## src/rtl/tdm_demux_8.sv

```systemverilog
// Receive end of an 8-slot TDM link: hunts for the frame sync, collects slots into a
// shadow buffer and publishes each complete frame in parallel with a one-cycle strobe.
module tdm_demux_8 #(
    parameter int unsigned W = 1
) (
    input  logic         clk,
    input  logic         rst_n,
    input  logic [W-1:0] din,
    input  logic         en,
    input  logic         sync,
    output logic [W-1:0] out0,
    output logic [W-1:0] out1,
    output logic [W-1:0] out2,
    output logic [W-1:0] out3,
    output logic [W-1:0] out4,
    output logic [W-1:0] out5,
    output logic [W-1:0] out6,
    output logic [W-1:0] out7,
    output logic         frame_valid,
    output logic         locked,
    output logic         sync_err
);

    localparam int unsigned N_SLOTS = 8;
    localparam int unsigned SLOT_W  = 3;

    typedef enum logic {
        HUNT   = 1'b0,
        LOCKED = 1'b1
    } state_t;

    state_t            state_q, state_d;
    logic [SLOT_W-1:0] slot_q, slot_d;
    logic [W-1:0]      shadow_q [N_SLOTS];
    logic [W-1:0]      shadow_d [N_SLOTS];
    logic [W-1:0]      out_q    [N_SLOTS];
    logic [W-1:0]      out_d    [N_SLOTS];
    logic              frame_valid_q, frame_valid_d;
    logic              sync_err_q, sync_err_d;
    logic              locked_q, locked_d;

    always_ff @(posedge clk or negedge rst_n) begin
        if (!rst_n) begin
            state_q       <= HUNT;
            slot_q        <= '0;
            shadow_q      <= '{default: '0};
            out_q         <= '{default: '0};
            frame_valid_q <= 1'b0;
            sync_err_q    <= 1'b0;
            locked_q      <= 1'b0;
        end else begin
            state_q       <= state_d;
            slot_q        <= slot_d;
            shadow_q      <= shadow_d;
            out_q         <= out_d;
            frame_valid_q <= frame_valid_d;
            sync_err_q    <= sync_err_d;
            locked_q      <= locked_d;
        end
    end

    // Slot capture and framing checks; cycles with en low are not slots at all.
    always_comb begin
        state_d       = state_q;
        slot_d        = slot_q;
        shadow_d      = shadow_q;
        out_d         = out_q;
        frame_valid_d = 1'b0;
        sync_err_d    = 1'b0;

        if (en) begin
            case (state_q)
                HUNT: begin
                    if (sync) begin
                        shadow_d[0] = din;
                        slot_d      = SLOT_W'(1);
                        state_d     = LOCKED;
                    end
                end
                LOCKED: begin
                    if (sync) begin
                        // Early sync restarts the frame here; partial data is simply overwritten.
                        sync_err_d  = (slot_q != '0);
                        shadow_d[0] = din;
                        slot_d      = SLOT_W'(1);
                    end else if (slot_q == '0) begin
                        sync_err_d = 1'b1;
                        state_d    = HUNT;
                    end else if (slot_q == SLOT_W'(N_SLOTS - 1)) begin
                        for (int unsigned i = 0; i < N_SLOTS - 1; i++) begin
                            out_d[i] = shadow_q[i];
                        end
                        out_d[N_SLOTS-1] = din;
                        frame_valid_d    = 1'b1;
                        slot_d           = '0;
                    end else begin
                        shadow_d[slot_q] = din;
                        slot_d           = slot_q + SLOT_W'(1);
                    end
                end
                default: state_d = HUNT;
            endcase
        end

        locked_d = (state_d == LOCKED);
    end

    assign out0        = out_q[0];
    assign out1        = out_q[1];
    assign out2        = out_q[2];
    assign out3        = out_q[3];
    assign out4        = out_q[4];
    assign out5        = out_q[5];
    assign out6        = out_q[6];
    assign out7        = out_q[7];
    assign frame_valid = frame_valid_q;
    assign sync_err    = sync_err_q;
    assign locked      = locked_q;

endmodule

```

## config.mk

```make
export PLATFORM = sky130hd
export DESIGN_NAME = tdm_demux_8
export DESIGN_NICKNAME = d
export VERILOG_FILES = /design/src/rtl/tdm_demux_8.sv
export SDC_FILE = /design/constraint.sdc
export NUM_CORES = 1
export LEC_CHECK = 0
export ABC_AREA = 0
export ABC_CLOCK_PERIOD_IN_PS = 2600
export CAP_MARGIN = 20
export CELL_PAD_IN_SITES_DETAIL_PLACEMENT = 1
export CELL_PAD_IN_SITES_GLOBAL_PLACEMENT = 1
export CORE_ASPECT_RATIO = 1.2
export CORE_MARGIN = 3
export CORE_UTILIZATION = 40
export DETAILED_ROUTE_END_ITERATION = 16
export PLACE_DENSITY = 0.86
export SYNTH_ARGS = -nofsm -noshare
export SYNTH_HDL_FRONTEND = slang
export SYNTH_SLANG_ARGS = --single-unit
export TNS_END_PERCENT = 30
```

## constraint.sdc

```tcl
create_clock -name clk -period 2.6 [get_ports clk]
set_clock_uncertainty 0.1 [all_clocks]
set_input_delay 0.26 -clock clk [delete_from_list [all_inputs] [get_ports clk]]
set_output_delay 0.26 -clock clk [all_outputs]
set_load 0.02 [all_outputs]
```

# Word level (Yosys, flattened, before mapping)
# Cells that the tools add are included.
# word_totals
out_inout_bits	11
latch_bits	0
ff_bits	22
wordCells	65
mem_count	0
ramBits	0
mem_bits_ro	0
input_bits	5
# classes
n_reduce_logical	7
n_eq_ne	4
n_div	0
n_shift	0
addsub	1
n_bitwise	5
order_cmp	2
mux	26
mul	0
# op_table
cell	n
$mux W8	2
$mux W1	15
$mux W3	4
$reduce_and A5 Y1	2
$bwmux W8	1
$ne A3 B3 Y1 const B	2
$pmux W3 S2	1
$ge A4 B4 Y1 const B	1
$lt A4 B1 Y1 const B	1
$not A1 Y1	4
$not A3 Y4	1
$pmux W1 S2	2
$reduce_and A4 Y1	1
$add A3 B1 Y3 const B	1
$demux W1 S3	1
$eq A3 B3 Y1 const B	1
$logic_not A3 Y1	1
$reduce_and A3 Y1	1
$reduce_bool A3 Y1	1
$ne A2 B2 Y1 const B	1
$logic_and A1 B1 Y1	1

# Logic depth before layout (Yosys ltp)
# depth
depth_word	10
mapped_depth	6
depth_no_buf	6

# Least setup slack after synthesis
# OpenSTA, ideal clock, no wires.
# synth_timing
path_kind	flip-flop to flip-flop
start	reg slot_q[0]
end	reg shadow_q[2] (netlist name)
t_arrival_ns	1.648
required_ns	2.373
path_buffers	0
setup_slack_ns	0.725
path_stages_with_launch	5
cell_sequence	dfrtp_1 ha_1 ha_1 or4_1 mux2_1
# synth_via
elab_chain_len	6
# synth_rtl
item	line_no	rtl
from (decl)	33	logic [SLOT_W-1:0] slot_q, slot_d;
from (signal assigned)	53	slot_q <= slot_d;
$not A3 Y4 (implied by the code)	97	shadow_d[slot_q] = din;
$ge A4 B4 Y1 (implied by the code) or $lt A4 B1 Y1 (tied branches)	97	
$logic_and A1 B1 Y1 (implied by the code)	97	
$mux W1 (implied by the code)	97	
$demux W1 S3	97	
$bwmux W8	97	
to (signal assigned)	54	shadow_q <= shadow_d;
to (decl)	34	logic [W-1:0] shadow_q [N_SLOTS];
# Parallel ways exist; a longest one is shown, timed or not.
# A chain may end at the register's enable or synchronous reset.

# Final worst setup path
# layout_timing
start	reg slot_q[0]
end	reg out_q (netlist bit out4)
# layout_via
elab_chain_len	3
# layout_rtl
item	line_no	rtl
$logic_not A3 Y1	86	end else if (slot_q == '0) begin
$not A1 Y1 (no source line)	-	
$reduce_and A5 Y1 (no source line) (*)	-	
to (signal assigned)	55	out_q <= out_d;
to (decl)	36	logic [W-1:0] out_q [N_SLOTS];
# Every way passes the cells marked *; elsewhere a longest branch is shown, timed or not.

==> reports/results.txt <==
IR Drop Worst-Case VDD - 0.000498 V
Die area - 2970 um^2
Resized cells post-CTS - 0
Max clock buf depth - 2
Post-synthesis cell type count - 22
Fill count - 229
Tcrit/Tclk final - 77.6%
Share of layout cells above drive strength 1 - 23.7%
Worst min path class - in -> async
Area Growth Syn to Fin - 24.5%
Clock period minus worst slack - 2.02 ns
DR vias - 653
# hold bufs at CTS - 0
Clock sink count - 21
P_leak - 0.000556 uW
Initial antenna violation count - 0
Worst skew pair latency - 0.30 ns
Crit path launch type - flip-flop
R2r worst-path depth - 5
Total Routing Usage GR - 15.1%
Drt drc - 0
Clock network fraction of design power - 14.0%
H-tree levels - 1
Flop pwr share - 46.7%
Setup Fix Bufs, Post-CTS - 0
FF+latch count, synth - 21
Area contributors post-synth - dfrtp_1, mux2_2, ha_1, nor2_1, nand2_1
Least-Margin Pin Slew - 0.443 ns
Slew margin rel. - 70.4%
Register area share after synthesis - 55.9%
Final wirelength - 1.82 mm
CP endpoint kind - flip-flop
Global-route wire length before repair - 3.43 mm
Vias in the first global route - 780
Initial Utilization - 43.9%
Die Width - 50.2 um
HPWL Detailed - 1.32 mm
Hold Fails Final Rpt - 0
Largest net degree at the start of global routing - 22
Ys Warns - 0
Finished Core Util - 54.7%
Count of final setup violators - 0
Fmax achieved - 495 MHz
Core Area - 2140 um^2
CTS tree - done
Cell taking the most area after synthesis - dfrtp_1
Drt wl/cell - 14.3 um
RSZ-0062 raised after global routing - false
Final hold slack - 0.191 ns
Worst-path clk slew - 0.11 ns
TritonCTS buffer count - 3
Post-synth top area share - 55.9%
Switching Share - 35.6%
Mapped Cells - 76
DR iter-0 viols - 4
Sw Pwr - 393 uW
Die height - 59.1 um
Syn nets - 85
Synth Area per Inst - 12.4 um^2
PortBufs - 15
Comb power frac - 39.2%
Post-Syn Area - 940 um^2
Pint - 710 uW
Layout Nets - 107
ANT cells - 0
Largest fanout on the critical path - 9
Root Buffer - clkbuf_4
GR Overflow Total - 0
Antenna viol nets, final - 0
Req. time, crit path - 2.70 ns
Maximum capacitance violations - 0
Ports - 16
Routability congestion estimate - 0.795
Row count - 18
DRT Pass-1 Iters - 2
Pwr dens - 943 nW/um^2
Crit path kind - reg -> reg
Vias per cell - 5.14
Final max-slew violation count - 0
Outcome - complete, no violations
Final TNS setup - 0 ns
Crit path DAT - 2.12 ns
==> cells in the mapped netlist (all sizes together) <==
library cell,n
nand4,2
nand4b,1
dfrtp,21
ha,4
and3b,1
nor2b,1
nor3b,1
o21ai,3
a21oi,3
mux2,15
a2bb2oi,1
a31oi,1
inv,4
or4,1
nand2,6
and2b,1
nand3b,2
nor4,1
nor2,6
or2,1
==> final cells by class <==
type                       count  area (um^2)  area share [%]
sequential                    21          526            44.9
clock inverter                 1         5.00           0.428
timing repair buffer          17          165            14.1
clock buffer                   3         22.5            1.93
tap                           30         37.5            3.21
inverter                       4         15.0            1.28
multi-input combinational     51          399            34.1
==> power by group through the flow <==
stage               Combinational, uW  Sequential [uW]  Clock, uW
finish                            433              516        155
detailed placement                430              523          0
floorplan                         215              559          0
CTS                               439              516        163
global route                      485              532        179
global placement                  413              515          0
==> per-layer routing <==
layer  global-route usage [%]  vias up  part of all wire, %
met5                        0        -                    0
met4                     8.70        0                  2.1
met3                     1.51        4                  3.2
met2                     26.3       15                   51
met1                     17.9      323                   44
li1                         -      311                    -
==> worst paths after layout <==
| check | from | end | slack (ns) |
|---|---|---|---|
| hold reg to reg | shadow_q[2] | shadow_q[2] | 0.41 |
| setup / recovery | slot_q[0] | out4 | 0.58 |
| hold / removal | rst_n | out2 | 0.19 |
| max in group asynchronous | rst_n | out4 | 2.00 |
| min in group clk | shadow_q[2] | shadow_q[2] | 0.41 |
| setup reg to reg | slot_q[0] | out4 | 0.58 |
==> per-stage QoR <==
stage | setup WS [ns] | total power, uW | cell area (um^2) | cells
6_report | 0.582 | 1100 | 1170 | 127
5_1_grt | 0.375 | 1200 | 1170 | 127
4_1_cts | 0.534 | 1120 | 1170 | 127
3_5_place_dp | 0.475 | 953 | 1140 | 123
3_3_place_gp | 0.498 | 928 | 1140 | 123
2_1_floorplan | 0.725 | 774 | 940 | 76
==> critical path: stages (launching register included) <==
cell      delay [ns]
dfrtp_1         0.45
inv_1           0.13
ha_1            0.20
nor2b_1         0.24
nand3b_1        0.40
mux2_2          0.39
==> sequential cells by signal, indices dropped and copies added, names as in the netlist <==
signal and flops:
out7 1, slot_q 3, out5 1, sync_err 1, out4 1, out0 1, locked 1, out2 1
out6 1, shadow_q 7, out3 1, frame_valid 1, out1 1
==> placed cells by master (no fill, tap or decap), drive strengths merged, types with 3 or more instances in the layout <==
| master | n |
|---|---|
| clkbuf | 3 |
| o21ai | 3 |
| nand2 | 6 |
| ha | 4 |
| mux2 | 15 |
| clkdlybuf4s50 | 15 |
| a21oi | 3 |
| dfrtp | 21 |
| inv | 4 |
| nor2 | 6 |
==> logic make-up after synthesis <==
group,synth area share (%)
and+or+nand+nor,14.4
DFF,55.9
muxes,18.0
AOI/OAI and AO/OA,4.79
buffers and inverters,1.60
adders and majority gates,5.33
Note: power is estimated with default switching activity, not from simulation.
